$ cat config.mk
export PLATFORM = sky130hd
export DESIGN_NAME = fifo_prog
export DESIGN_NICKNAME = d
export VERILOG_FILES = /design/src/rtl/fifo_prog_pkg.sv /design/src/rtl/fifo_prog_mem.sv /design/src/rtl/fifo_prog.sv
export SDC_FILE = /design/constraint.sdc
export NUM_CORES = 1
export LEC_CHECK = 0
export CORE_ASPECT_RATIO = 0.75
export CORE_MARGIN = 4
export CORE_UTILIZATION = 50
export DETAILED_ROUTE_END_ITERATION = 7
export DONT_BUFFER_PORTS = 1
export GPL_TIMING_DRIVEN = 0
export PLACE_DENSITY = 0.68
export SYNTH_ARGS = -nofsm -noshare
export SYNTH_HDL_FRONTEND = slang
export SYNTH_SLANG_ARGS = --single-unit
$ cat constraint.sdc
create_clock -name clk -period 5.4 [get_ports clk]
set_clock_uncertainty 0.15 [all_clocks]
set_input_delay 0.54 -clock clk [delete_from_list [all_inputs] [get_ports clk]]
set_output_delay 0.54 -clock clk [all_outputs]
set_load 0.05 [all_outputs]
$ cat src/rtl/fifo_prog_pkg.sv
// Shared types and sizing helpers for the programmable FIFO.
// Imported by fifo_prog and its storage array.
package fifo_prog_pkg;

   typedef enum logic {
      FIFO_STD  = 1'b0,
      FIFO_FWFT = 1'b1
   } fifo_mode_e;

   // Width needed to hold a level from 0 to depth inclusive.
   function automatic int level_width(input int depth);
      return $clog2(depth + 1);
   endfunction

   function automatic int ptr_width(input int depth);
      return (depth > 1) ? $clog2(depth) : 1;
   endfunction

endpackage

$ cat src/rtl/fifo_prog_mem.sv
// Simple dual-port storage for fifo_prog: synchronous write, asynchronous read.
// Holds no reset; stale contents are masked by the pointer and level logic.
module fifo_prog_mem #(
   parameter int WIDTH = 8,
   parameter int DEPTH = 16,
   parameter int AW    = 4
) (
   input  logic             clk,
   input  logic             we,
   input  logic [AW-1:0]    waddr,
   input  logic [WIDTH-1:0] wdata,
   input  logic [AW-1:0]    raddr,
   output logic [WIDTH-1:0] rdata
);

   logic [WIDTH-1:0] mem_q [DEPTH];

   // Store one word per accepted write.
   always_ff @(posedge clk) begin
      if (we) begin
         mem_q[waddr] <= wdata;
      end
   end

   assign rdata = mem_q[raddr];

endmodule

$ cat src/rtl/fifo_prog.sv
// Single-clock FIFO with programmable thresholds, fill level, FWFT or registered
// read, synchronous flush and sticky overflow/underflow flags.
module fifo_prog
   import fifo_prog_pkg::*;
#(
   parameter int WIDTH    = 8,
   parameter int DEPTH    = 16,
   parameter int FWFT     = 0,
   parameter int AF_LEVEL = DEPTH - 2,
   parameter int AE_LEVEL = 2,
   localparam int LW      = level_width(DEPTH)
) (
   input  logic             clk,
   input  logic             rstn,
   input  logic             flush,
   input  logic             wr_en,
   input  logic [WIDTH-1:0] din,
   input  logic             rd_en,
   output logic [WIDTH-1:0] dout,
   output logic             dout_valid,
   output logic             full,
   output logic             empty,
   output logic             almost_full,
   output logic             almost_empty,
   output logic [LW-1:0]    level,
   output logic             overflow,
   output logic             underflow,
   input  logic             clr_err
);

   localparam int              PW        = ptr_width(DEPTH);
   localparam fifo_mode_e      MODE      = (FWFT != 0) ? FIFO_FWFT : FIFO_STD;
   localparam logic [PW-1:0]   LAST_PTR  = PW'(DEPTH - 1);
   localparam logic [LW-1:0]   DEPTH_LVL = LW'(DEPTH);
   localparam logic [LW-1:0]   AF_LVL    = LW'(AF_LEVEL);
   localparam logic [LW-1:0]   AE_LVL    = LW'(AE_LEVEL);

   logic [PW-1:0]    wr_ptr_q, wr_ptr_d;
   logic [PW-1:0]    rd_ptr_q, rd_ptr_d;
   logic [LW-1:0]    level_q, level_d;
   logic [WIDTH-1:0] dout_q, dout_d;
   logic             dv_q, dv_d;
   logic             ovf_q, ovf_d;
   logic             unf_q, unf_d;
   logic             wr_acc, rd_acc, mem_we;
   logic [WIDTH-1:0] rdata;

   // Flags depend only on the registered level, never on this cycle's requests.
   assign full         = (level_q == DEPTH_LVL);
   assign empty        = (level_q == {LW{1'b0}});
   assign almost_full  = (level_q >= AF_LVL);
   assign almost_empty = (level_q <= AE_LVL);
   assign level        = level_q;
   assign overflow     = ovf_q;
   assign underflow    = unf_q;

   assign wr_acc = wr_en & ~full;
   assign rd_acc = rd_en & ~empty;
   assign mem_we = wr_acc & ~flush & rstn;

   fifo_prog_mem #(
      .WIDTH (WIDTH),
      .DEPTH (DEPTH),
      .AW    (PW)
   ) u_mem (
      .clk   (clk),
      .we    (mem_we),
      .waddr (wr_ptr_q),
      .wdata (din),
      .raddr (rd_ptr_q),
      .rdata (rdata)
   );

   // Next-state for pointers, level, read register and sticky errors.
   always_comb begin
      wr_ptr_d = wr_ptr_q;
      rd_ptr_d = rd_ptr_q;
      level_d  = level_q;
      dout_d   = dout_q;
      dv_d     = 1'b0;
      if (wr_acc) begin
         wr_ptr_d = (wr_ptr_q == LAST_PTR) ? {PW{1'b0}} : wr_ptr_q + PW'(1);
      end else begin
         wr_ptr_d = wr_ptr_q;
      end
      if (rd_acc) begin
         rd_ptr_d = (rd_ptr_q == LAST_PTR) ? {PW{1'b0}} : rd_ptr_q + PW'(1);
         dout_d   = rdata;
         dv_d     = 1'b1;
      end else begin
         rd_ptr_d = rd_ptr_q;
         dout_d   = dout_q;
         dv_d     = 1'b0;
      end
      case ({wr_acc, rd_acc})
         2'b10:   level_d = level_q + LW'(1);
         2'b01:   level_d = level_q - LW'(1);
         default: level_d = level_q;
      endcase
      // A new error event outranks a coincident clear.
      ovf_d = (wr_en & full)  ? 1'b1 : (clr_err ? 1'b0 : ovf_q);
      unf_d = (rd_en & empty) ? 1'b1 : (clr_err ? 1'b0 : unf_q);
   end

   // State registers; flush clears the datapath but leaves the error flags running.
   always_ff @(posedge clk) begin
      if (!rstn) begin
         wr_ptr_q <= {PW{1'b0}};
         rd_ptr_q <= {PW{1'b0}};
         level_q  <= {LW{1'b0}};
         dout_q   <= {WIDTH{1'b0}};
         dv_q     <= 1'b0;
         ovf_q    <= 1'b0;
         unf_q    <= 1'b0;
      end else if (flush) begin
         wr_ptr_q <= {PW{1'b0}};
         rd_ptr_q <= {PW{1'b0}};
         level_q  <= {LW{1'b0}};
         dout_q   <= {WIDTH{1'b0}};
         dv_q     <= 1'b0;
         ovf_q    <= ovf_d;
         unf_q    <= unf_d;
      end else begin
         wr_ptr_q <= wr_ptr_d;
         rd_ptr_q <= rd_ptr_d;
         level_q  <= level_d;
         dout_q   <= dout_d;
         dv_q     <= dv_d;
         ovf_q    <= ovf_d;
         unf_q    <= unf_d;
      end
   end

   assign dout       = (MODE == FIFO_FWFT) ? (empty ? {WIDTH{1'b0}} : rdata) : dout_q;
   assign dout_valid = (MODE == FIFO_FWFT) ? ~empty : dv_q;

endmodule

---- Word-level counts from Yosys, hierarchy flattened ----
Memory sizes are Yosys's and may differ from the RTL's. A register that Yosys moved wholly into a read port is not among the register bits.
Index checks and enable logic that the tools add are counted.
storage, ports and cells
  word-level logic and storage cells ...... 42
  bits in latches ......................... 0
  register bits ........................... 16
  bits in read-only memories .............. 0
  memories kept ........................... 1
  memory bits (writable) .................. 128
  input port bits ......................... 14
  output and inout bits ................... 20
memory list
  name         depth  width  read ports  clocked after Yosys merged registers in  write ports  RTL line             source
  u_mem.mem_q  16     8      1           1                                        1            fifo_prog_mem.sv:16  logic [WIDTH-1:0] mem_q [DEPTH];
operators by class
  shift operators ......................... 0
  magnitude comparators ................... 2
  div/mod/pow operators ................... 0
  bitwise logic cells ..................... 10
  $add $sub $neg .......................... 4
  reduce and logical (&&, ||, !) cells .... 5
  equal/unequal tests ..................... 5
  mux-type cells .......................... 9
  multiply operators ...................... 0
operators by type and width
  cell                                                               number
  one-hot mux 5 bit (2 select lines)                                 1
  adder 4 x 1 -> 4 bit, second input constant                        2
  == test 4 bit, second input constant                               2
  2-to-1 mux 4 bit                                                   2
  AND 1 bit                                                          6
  2-to-1 mux 1 bit                                                   6
  nonzero test 2 bit                                                 3
  adder 5 x 1 -> 5 bit, second input constant                        1
  == test 5 bit, second input constant                               1
  greater-or-equal comparator 5 x 4 -> 1 bit, second input constant  1
  less-or-equal comparator 5 x 2 -> 1 bit, second input constant     1
  zero test 5 bit                                                    1
  subtractor 5 x 1 -> 5 bit, second input constant                   1
  NOT 1 bit                                                          4
  == test 2 x 1 -> 1 bit, second input constant                      1
  == test 2 bit, second input constant                               1
  OR reduction 2 bit                                                 1

---- Longest topological paths before layout ----
Gate-level depths: netlist of the first run.
  word-level depth ........................ 7
  mapped depth ............................ 13
  gate-level depth less buffers ........... 12

---- By module ----
A second synthesis of the first run with hierarchy kept.
unflattened totals
  cell total of the unflattened synthesis .. 344
  area total of the unflattened synthesis .. 6128.4 um^2
by module, submodules not included
  module         sequential area each (um^2)  cells an instance  instances  area an instance (um^2)
  fifo_prog_mem  3843.7                       221                1          4987.3
  fifo_prog      480.5                        123                1          1141.1

---- Least setup slack after synthesis of the first run ----
No wires, ideal clock.
  path type ............................... register -> output
  start point ............................. reg level_q[1] (netlist: level[1])
  end point ............................... out almost_empty
  path slack .............................. 1.629 ns
  buffers on the path ..................... 0
  stages on the path, launching flop included .. 2
  arrival time ............................ 3.081 ns
  required time ........................... 4.710 ns
  path through ............................ dfxtp_1 a2111oi_0
between the ends
  longest elaborated chain between the ends .. 1
ends and longest elaborated chain
  item                                     RTL line          source
  start, declared                          fifo_prog.sv:40   logic [LW-1:0] level_q, level_d;
  start signal, assigned                   fifo_prog.sv:110  level_q <= {LW{1'b0}};
  start signal, assigned                   fifo_prog.sv:118  level_q <= {LW{1'b0}};
  start signal, assigned                   fifo_prog.sv:126  level_q <= level_d;
  less-or-equal comparator 5 x 2 -> 1 bit  fifo_prog.sv:52   assign almost_empty = (level_q <= AE_LVL);
  end, declared                            fifo_prog.sv:24   output logic almost_empty,
Every way passes these cells.

---- Worst setup path after layout of the first run ----
  start point ............................. reg level_q[0] (netlist: level[0])
  end point ............................... reg level_q[4] (netlist: level[4])
between the ends
  longest elaborated chain between the ends .. 5
  elaborated cells on any way between the ends .. 12
  classes of those cells .................. add/sub (2); eq/ne (3); mux (1); bitwise (4); reduce/logical (2)
ends and longest elaborated chain
  item                                                                             RTL line         source
  zero test 5 bit *                                                                fifo_prog.sv:50  assign empty = (level_q == {LW{1'b0}});
  net empty                                                                        fifo_prog.sv:22  output logic empty,
  NOT 1 bit *                                                                      -
  AND 1 bit *                                                                      fifo_prog.sv:58  assign rd_acc = rd_en & ~empty;
  == test 2 x 1 -> 1 bit / == test 2 bit (equally long branches)                   fifo_prog.sv:95  case ({wr_acc, rd_acc})
  one-hot mux 5 bit (2 select lines) / nonzero test 2 bit (equally long branches)  -
Mark *: on every way through the listed nets, which the timed path passes. The rest lies on a longest branch.
A chain may end at the register's enable or synchronous reset.

==> summary.md, run 1 <==
| Metric | Value |
|---|---|
| Endpoints failing setup | `0` |
| Tightest Pin Transition | `about 1300 ps` |
| Fin area | `between 0.006 and 0.007 mm2` |
| Post-synth EDFFs | `between 100 and 150` |
| # Post-CTS Setup Buffers | `0` |
| Clk buf depth | `2` |
| Distinct cells, synth | `40` |
| H-tree depth | `4` |
| Share of the synthesized area in the top cell type | `approximately 63%` |
| Detailed Routing Iterations Pass 1 | `5` |
| CP cell instances | `nor4_2 > and2_1 > nand2b_2 > inv_1 > buf_2 > ha_1 > ha_1 > nor2b_1 > o21ai_0 > nor4b_1 > o21ai_0 > a21oi_1` |
| Largest area contributor in the netlist | `edfxtp_1` |
| Worst R2R Setup Slack | `1490 ps` |
| Asr flop ratio synth | `0%` |
| Clk root buf | `clkbuf_16` |
| Setup_tns | `0 ps` |
| Hold crit path type | `primary input to flip-flop` |
| Post-CTS sizing | `0` |
| Clk slew on worst S/H paths | `60 ps` |
| Fin nets | `414` |
| Crit Path Category | `flip-flop to flip-flop` |
| R2R Path Start | `level[0]` |
| Via/cell ratio | `a little under 6` |
| Crit path required time | `between 5000 and 6000 ps` |
| CTS tree | `yes` |
| Worst Setup End Kind | `flip-flop` |
| Gpl congestion | `between 0.7 and 0.8` |
| I/O Pins | `34` |
| YS warnings | `0` |
| Die H | `~100 um` |
| Max-slew headroom | `a little under an eighth` |
| Ys flop type | `edfxtp_1` |
| R2R Path End | `level[4]` |
| Syn Inst Count | `between 300 and 400` |
| Starting density of the core | `between 50% and 60%` |
| Synth Cell Area | `slightly above 0.006 mm2` |
| Fillers | `between 900 and 1000` |
| Diode count | `0` |
| Sequential area share after synthesis | `70.36%` |
| Grt total ovfl | `0` |
| Vias in the first global route | `between 3000 and 4000` |
| R2r worst-path depth | `12` |
| Pleak | `roughly 2.2 nW` |
| CTS sink count | `approximately 150` |
| Post-DRT Antenna Nets | `0` |
| Port buffer count | `0` |
| Yosys reg bits | `between 150 and 200` |
| Die footprint | `between 0.01 and 0.015 mm2` |
| Unrepaired setup endpoints after global routing | `no` |
| Worst Hold Depth | `0` |
| DR iter-0 viols | `463` |
| Area Growth Syn to Fin | `12.93%` |
| CP Launch Type | `flip-flop` |
| Max IR drop VDD | `approximately 0.00026 V` |
| GRT Total Usage | `between 10% and 20%` |
| Fmax | `approximately 260 MHz` |
| Largest net degree at the start of global routing | `17` |
| Net count after synthesis | `~400` |
| # rows | `34` |
| Min cycle time layout | `a little under 4000 ps` |
| First-pass GRT wire length | `19350 um` |
| Top area cells in the synthesized netlist | `edfxtp_1 63%, dfxtp_1 7.8%, mux4_2 7.0%, mux2i_1 3.9%, mux4_1 2.1%` |
| Overall routed net length | `around 12000 um` |
| Register Area | `~0.0043 mm2` |
| Worst min-delay path startpoint | `din[6]` |
| Arrival time at the worst endpoint | `4100 ps` |
| DRC viols | `0` |
| Cell Pwr Density | `between 300 and 400 mW/mm2` |
| Crit-path slowest cell | `dfxtp_1` |
| WHS Endpoint | `u_mem.mem_q[6][6]` |
| Period utilisation layout | `between 70 and 80%` |
| Initial antenna violation count | `0` |
| Vias post-DR | `between 3000 and 4000` |
| Post-placement cell area | `between 0.006 and 0.007 mm2` |
| Area occupied by multi-input gates | `0.001669 mm2` |
| Syn_area_per_cell | `16.57 um2` |
| Status | `finished clean` |
| Core box area | `around 0.012 mm2` |
| CP Max Fanout | `10` |
| Layout cells sized above 1 | `16.38%` |
| Die width | `approximately 140 um` |
| DP HPWL | `roughly 8500 um` |
| CP max stage delay | `between 500 and 600 ps` |
| # hold bufs at CTS | `0` |
| Max Cap Viol | `0` |
| Hold violation total from the final report | `0` |
| Max-slew violations | `0` |
| Clk_lat worst skew | `410 ps` |
| Drt wl/cell | `21.90 um` |
| CTS buffer count | `17` |
==> placed cells by master (no fill, tap or decap), types with 3 or more instances in the layout <==
| cell | instances |
|---|---|
| clkinv_2 | 3 |
| inv_1 | 10 |
| o21ai_0 | 10 |
| dfxtp_1 | 24 |
| nor2_1 | 32 |
| clkbuf_1 | 7 |
| buf_2 | 5 |
| edfxtp_1 | 128 |
| inv_6 | 3 |
| nor3_1 | 5 |
| clkbuf_16 | 17 |
| nand2b_1 | 3 |
| nor2b_1 | 5 |
| a311oi_1 | 8 |
| nand2_1 | 9 |
| mux4_2 | 19 |
| clkinv_4 | 3 |
| buf_6 | 3 |
| mux4_1 | 5 |
| ha_1 | 9 |
| o22ai_1 | 8 |
| xor2_1 | 4 |
| buf_1 | 3 |
| a21oi_1 | 18 |
| nand3_1 | 6 |
| mux2i_1 | 24 |
==> worst max-delay path: cells and delay by family (launching register included) <==
| family | cells | cell delay (ps) |
|---|---|---|
| fa+ha+maj | 2 | 590 |
| flops | 1 | 560 |
| compound gates | 3 | 500 |
| buf+inv | 2 | 270 |
| simple gates | 5 | 1760 |
==> worst max path at each step <==
stage                         endpoint  cells past startpoint  slack, ps  startpoint
after CTS                     level[4]                     12       1480    level[0]
after floorplan           almost_empty                      1       1630    level[1]
final                         level[4]                     12       1490    level[0]
after global routing          level[4]                     13       1120    level[0]
after global placement    almost_empty                      1       1490    level[1]
after detailed placement      level[4]                     12       1520    level[0]
==> metal layers <==
| layer | up-vias | share of wire, % | GRT usage (%) |
|---|---|---|---|
| li1 | 1496 | - | - |
| met2 | 106 | 45 | 26.50 |
| met1 | 1676 | 48 | 29.20 |
| met5 | - | 0 | 0 |
| met3 | 14 | 5.9 | 4.449 |
| met4 | 0 | 0.94 | 6.115 |
==> state kept, by name, indices dropped and copies added (netlist names) <==
register,cells
u_mem.mem_q,128
overflow,1
underflow,1
rd_ptr_q,4
dout_valid,1
level,5
wr_ptr_q,4
dout,8
==> area by class of cell <==
type / instances / share of cell area (%)
Tap cell: 162 / 2.920
Clock inverter: 15 / 2.163
Sequential cell: 152 / 62.30
Buffer: 21 / 1.893
Multi-Input combinational cell: 188 / 24.05
Clock buffer: 17 / 6.129
Inverter: 10 / 0.5408
==> synthesized netlist by cell type, drive strengths merged (2+ instances only) <==
master  number
o21ai       10
ha           9
xor2         4
mux4        24
nor2        32
nand2        9
a211oi       2
a41oi        2
dfxtp       24
buf         14
a22oi        2
nand2b       4
a21oi       18
inv         10
clkbuf       7
nor2b        5
edfxtp     128
and2         2
a311oi       8
nor3         7
a31oi        2
mux2i       24
nand3        6
o22ai        8
==> report_power, final <==
part           leakage, nW  internal, mW  switching (mW)
Clock                0.279         0.680           0.469
Combinational        0.564        0.0209          0.0379
Sequential            1.35          1.28          0.0211
==> stage by stage <==
step	power, mW	util, %	hold WS (ps)	worst slack [ps]	instances
floorplan	1.367	-	442.3	1629	371
global placement	1.380	53.68	481.8	1486	533
detailed placement	1.383	53.73	483.7	1523	533
CTS	2.516	58.60	53.48	1485	565
global route	2.581	58.69	37.06	1119	565
finish	2.507	58.69	68.35	1495	565
==> cells by family (layout without fill, tap and decap cells) <==
family | count (synthesis) | count (layout) | synth area share (%)
buffers and inverters | 31 | 63 | 2.748
flip-flops | 152 | 152 | 70.36
AND/OR/NAND/NOR | 70 | 70 | 5.436
adder cells (fa/ha/maj) | 10 | 10 | 2.158
AO/OA/AOI/OAI | 56 | 56 | 5.721
XOR/XNOR | 4 | 4 | 0.5700
multiplexers | 48 | 48 | 13.01
(Power assumes the default switching activity.)
==> run 2, diff against run 1 <==
==> constraint.sdc (replaced) <==
create_clock -name clk -period 3.7 [get_ports clk]
set_clock_uncertainty 0.15 [all_clocks]
set_input_delay 0.37 -clock clk [delete_from_list [all_inputs] [get_ports clk]]
set_output_delay 0.37 -clock clk [all_outputs]
set_load 0.05 [all_outputs]
==> summary.md, run 2 (synthesized netlist as in run 1, its figures left out) <==
| Metric | Value |
|---|---|
| Max-slew violations | `0` |
| DRC viols | `0` |
| Tightest Pin Transition | `1326 ps` |
| Critical Path Start | `level[0]` |
| Diode count | `0` |
| CP Launch Type | `flip-flop` |
| Max Cap Viol | `0` |
| Die footprint | `0.01415 mm2` |
| Clk_lat worst skew | `roughly 410 ps` |
| Via/cell ratio | `~5.8` |
| Worst min-delay path startpoint | `rstn` |
| Largest net degree at the start of global routing | `17` |
| Fmax | `roughly 290 MHz` |
| Endpoints failing setup | `0` |
| H-tree depth | `4` |
| First-pass GRT wire length | `between 15000 and 20000 um` |
| Crit Path Category | `flip-flop to flip-flop` |
| Final hold slack | `~94 ps` |
| DP HPWL | `8495 um` |
| Die H | `104.0 um` |
| Vias in the first global route | `between 3000 and 4000` |
| CTS tree | `yes` |
| Clk slew on worst S/H paths | `around 60 ps` |
| Max FFs per register | `128` |
| Crit path required time | `~3900 ps` |
| Status | `finished clean` |
| Initial antenna violation count | `1` |
| Most frequent cells in the layout | `128 x edfxtp_1, 32 x nor2_1, 24 x mux2i_1` |
| Detailed Routing Iterations Pass 1 | `4` |
| GRT Total Usage | `19.17%` |
| Fin area | `0.007093 mm2` |
| Clk buf depth | `2` |
| Commonest non-fill, non-tap cell in the layout | `edfxtp_1` |
| Grt total ovfl | `0` |
| Cell Pwr Density | `519.5 mW/mm2` |
| Worst Setup End Kind | `flip-flop` |
| Clk root buf | `clkbuf_16` |
| CTS sink count | `between 150 and 200` |
| Layout cells sized above 1 | `between 10% and 20%` |
| Max-slew headroom | `~11%` |
| Area Growth Syn to Fin | `15.41%` |
| Fin nets | `426` |
| Fillers | `just over 900` |
| Worst R2R Setup Slack | `about 290 ps` |
| Worst Hold Depth | `2` |
| Unrepaired setup endpoints after global routing | `no` |
| CP Max Fanout | `10` |
| Gpl congestion | `approximately 0.78` |
| Post-placement cell area | `around 0.0064 mm2` |
| # Post-CTS Setup Buffers | `0` |
| Core box area | `about 0.012 mm2` |
| Starting density of the core | `51.97%` |
| Vias post-DR | `3323` |
| Biggest register | `u_mem.mem_q` |
| Period utilisation layout | `between 90% and 100%` |
| # rows | `34` |
| I/O Pins | `34` |
| Die width | `around 140 um` |
| Port buffer count | `0` |
| Arrival time at the worst endpoint | `3600 ps` |
| Pleak | `2.251 nW` |
| R2R Path Start | `level[0]` |
| Overall routed net length | `between 10000 and 15000 um` |
| R2r worst-path depth | `12` |
| DR iter-0 viols | `around 420` |
| R2R Path End | `level[4]` |
| Min cycle time layout | `3413 ps` |
| CTS buffer count | `17` |
| Max IR drop VDD | `0.0003806 V` |
| Hold crit path type | `primary input to flip-flop` |
| WHS Endpoint | `level[4]` |
| Post-DRT Antenna Nets | `0` |
| Drt wl/cell | `approximately 22 um` |
| Hold violation total from the final report | `0` |
## run 2: what timing repair did
item	CTS	global route
gates resized for setup	4	10
hold buffers	12	0
gates cloned	0	0
endpoints found under the hold margin	131	0
setup endpoints to repair	1	1
## run 2: cell type report
cell class | instances | area [um2] | share of cell area [%]
timing repair buffer | 12 | 120.1 | 1.693
clock buffer | 17 | 425.4 | 5.998
tap | 162 | 202.7 | 2.858
sequential | 152 | 4343 | 61.23
clock inverter | 15 | 150.1 | 2.117
buffer | 21 | 131.4 | 1.852
multi-input combinational | 188 | 1683 | 23.73
inverter | 10 | 37.54 | 0.5292
## run 2: critical path, stage by stage (launching register included)
cell and delay [ps]:
dfxtp_4 420, nor4_2 360, and2_4 310, nand2b_2 200, inv_1 80, buf_2 190
ha_1 280, ha_1 330, nor2b_1 150, o21ai_0 240, a211oi_2 120, or3_1 370
a21oi_1 120
## run 2: metal layers
| layer | GRT usage [%] | up-vias | routed length, um |
|---|---|---|---|
| met5 | 0 | - | 13 |
| met4 | 6.115 | 2 | 86 |
| met3 | 4.545 | 12 | 712 |
| met2 | 27.10 | 100 | 5741 |
| met1 | 29.36 | 1686 | 6060 |
| li1 | - | 1523 | - |
## run 2: how the worst max path moves through the flow
| stage | to | slack (ps) |
|---|---|---|
| after floorplan | almost_empty | 100 |
| final | level[4] | 290 |
| after CTS | level[4] | 10 |
| after detailed placement | level[4] | -180 |
| after global placement | level[4] | -100 |
| after global routing | level[4] | 20 |
## run 2: metrics by stage
step / power (mW) / util [%] / TNS, ps / cells / worst slack (ps)
2_1_floorplan: 1.995 / - / 0 / 371 / 99.39
3_3_place_gp: 2.015 / 53.68 / -144.9 / 533 / -100.8
3_5_place_dp: 2.018 / 53.73 / -177.1 / 533 / -177.1
4_1_cts: 3.706 / 59.66 / 0 / 577 / 10.60
5_1_grt: 3.800 / 59.98 / 0 / 577 / 24.76
6_report: 3.685 / 59.98 / 0 / 577 / 286.5
## run 2: power breakdown
part           internal, mW  leakage (nW)  switching [mW]
registers              1.86          1.35          0.0308
logic                0.0410         0.622          0.0802
clock network         0.993         0.279           0.678
total                  2.90          2.25           0.789
==> run 3, diff against run 2 <==
--- a/config.mk
+++ b/config.mk
@@ -12,6 +12,7 @@
 export DONT_BUFFER_PORTS = 1
 export GPL_TIMING_DRIVEN = 0
 export PLACE_DENSITY = 0.68
+export REMOVE_ABC_BUFFERS = 1
 export SYNTH_ARGS = -nofsm -noshare
 export SYNTH_HDL_FRONTEND = slang
 export SYNTH_SLANG_ARGS = --single-unit
==> summary.md, run 3 (synthesized netlist as in run 1, its figures left out) <==
| Metric | Value |
|---|---|
| Status | `finished clean` |
| Die H | `between 100 and 150 um` |
| DRC viols | `0` |
| Unrepaired setup endpoints after global routing | `no` |
| Port buffer count | `0` |
| Vias in the first global route | `3222` |
| Sw power | `about 750 uW` |
| Diode count | `0` |
| CTS buffer count | `17` |
| # rows | `34` |
| Core box area | `approximately 0.012 mm2` |
| Clk buf depth | `2` |
| Comb pwr share | `under 10%` |
| First-pass GRT wire length | `19100 um` |
| Area Growth Syn to Fin | `14.43%` |
| Max FFs per register | `128` |
| Gpl congestion | `between 0.7 and 0.8` |
| Clk slew on worst S/H paths | `about 60 ps` |
| Drt wl/cell | `between 20 and 25 um` |
| CP Max Fanout | `7` |
| Clk_lat worst skew | `420 ps` |
| Vias post-DR | `approximately 3300` |
| Largest net degree at the start of global routing | `31` |
| Worst Setup End Kind | `flip-flop` |
| Crit path required time | `a little under 4000 ps` |
| Internal Power | `a little over 3 mW` |
| Post-DRT Antenna Nets | `0` |
| Overall routed net length | `approximately 12000 um` |
| Via/cell ratio | `5.852` |
| Starting density of the core | `between 50% and 60%` |
| Max Cap Viol | `0` |
| Die width | `136.0 um` |
| Fmax | `287.0 MHz` |
| Arrival time at the worst endpoint | `roughly 3700 ps` |
| Register Area | `0.004333 mm2` |
| Layout cells sized above 1 | `16.58%` |
| Most frequent cells in the layout | `128 x edfxtp_1, 32 x nor2_1, 24 x mux2i_1` |
| GRT Total Usage | `between 10% and 20%` |
| Clk root buf | `clkbuf_16` |
| Pleak | `~2.2 nW` |
| Grt total ovfl | `0` |
| Initial antenna violation count | `0` |
| CTS sink count | `around 150` |
| Sequential power share | `around half` |
| DR iter-0 viols | `~360` |
| Worst R2R Setup Slack | `around 220 ps` |
| Commonest non-fill, non-tap cell in the layout | `edfxtp_1` |
| Hold violation total from the final report | `0` |
| Tightest Pin Transition | `between 1000 and 1500 ps` |
| Power share of the clock group | `~48%` |
| Area occupied by multi-input gates | `0.001682 mm2` |
| Post-placement cell area | `approximately 0.0063 mm2` |
| Hold crit path type | `primary input to flip-flop` |
| Max-slew violations | `0` |
| Max-slew headroom | `a little under an eighth` |
| Min cycle time layout | `3484 ps` |
| H-tree depth | `4` |
| Final Non-Filler Cells | `between 500 and 600` |
| Crit Path Category | `flip-flop to flip-flop` |
| I/O Pins | `34` |
| Fin nets | `approximately 410` |
| Cell Pwr Density | `around 550 mW/mm2` |
| Die footprint | `about 0.014 mm2` |
| Sw frac | `around 20%` |
| DP HPWL | `roughly 7200 um` |
| Biggest register | `u_mem.mem_q` |
| Period utilisation layout | `94.16%` |
| Fillers | `between 900 and 1000` |
| Max IR drop VDD | `0.0004015 V` |
| Detailed Routing Iterations Pass 1 | `5` |
| Power Total | `slightly below 4 mW` |
| Placed insts | `approximately 510` |
| CP Launch Type | `flip-flop` |
| CTS tree | `yes` |
| Fin area | `around 0.007 mm2` |
| Endpoints failing setup | `0` |
## run 3: timing repair
action                                  4_1_cts  5_1_grt
cloned                                        1        0
gates resized for setup                       9        0
endpoints found under the setup margin       48        1
buffers inserted                              0        2
endpoints found under the hold margin       130        0
hold buffers                                 11        0
## run 3: layout make-up
type	count	area share, %
Inverter	10	0.5871
Clock inverter	12	2.562
Timing Repair inverter	1	0.07116
Multi-Input combinational cell	188	23.91
Tap cell	162	2.882
Timing Repair Buffer	15	2.170
Clock buffer	20	6.209
Sequential cell	152	61.61
## run 3: layer usage
layer	wire length (um)	GRT usage (%)	vias to the layer above
met1	5430	27.40	1654
met5	0	0	-
met2	5873	25.87	122
met3	947	6.093	12
li1	-	-	1489
met4	193	7.482	0
## run 3: power by group through the flow
| stage | clock network [mW] | logic, mW | registers, mW |
|---|---|---|---|
| floorplan | 0 | 0.0594 | 1.93 |
| global placement | 0 | 0.0743 | 1.94 |
| detailed placement | 0 | 0.0760 | 1.94 |
| CTS | 1.85 | 0.111 | 1.90 |
| global route | 1.93 | 0.126 | 1.90 |
| finish | 1.83 | 0.115 | 1.90 |
## run 3: per-stage QoR
step / utilization, % / worst slack, ps / hold slack [ps] / setup TNS, ps
2_1_floorplan: - / 99.39 / 318.9 / 0
3_3_place_gp: 52.57 / -371.4 / 319.6 / -10340
3_5_place_dp: 52.89 / -405.6 / 319.7 / -5696
4_1_cts: 59.26 / 23.39 / 64.97 / 0
5_1_grt: 59.47 / 23.35 / 88.66 / 0
6_report: 59.47 / 216.1 / 76.25 / 0
## run 3: worst paths after layout
check / endpoint / cells past startpoint / start
hold / removal: overflow / 3 / clr_err
setup / recovery: level[4] / 11 / level[0]
hold reg to reg: wr_ptr_q[3] / 2 / wr_ptr_q[0]
setup reg to reg: level[4] / 11 / level[0]
## run 3: worst max-delay path: stages (launching register included)
cell and delay (ps):
dfxtp_2 450, nor4_2 390, and2_4 310, nand2b_2 270
clkinvlp_4 190, ha_1 300, ha_1 330, nor2b_1 150
o21ai_0 210, nor4b_1 350, o21ai_0 130, a21oi_1 160
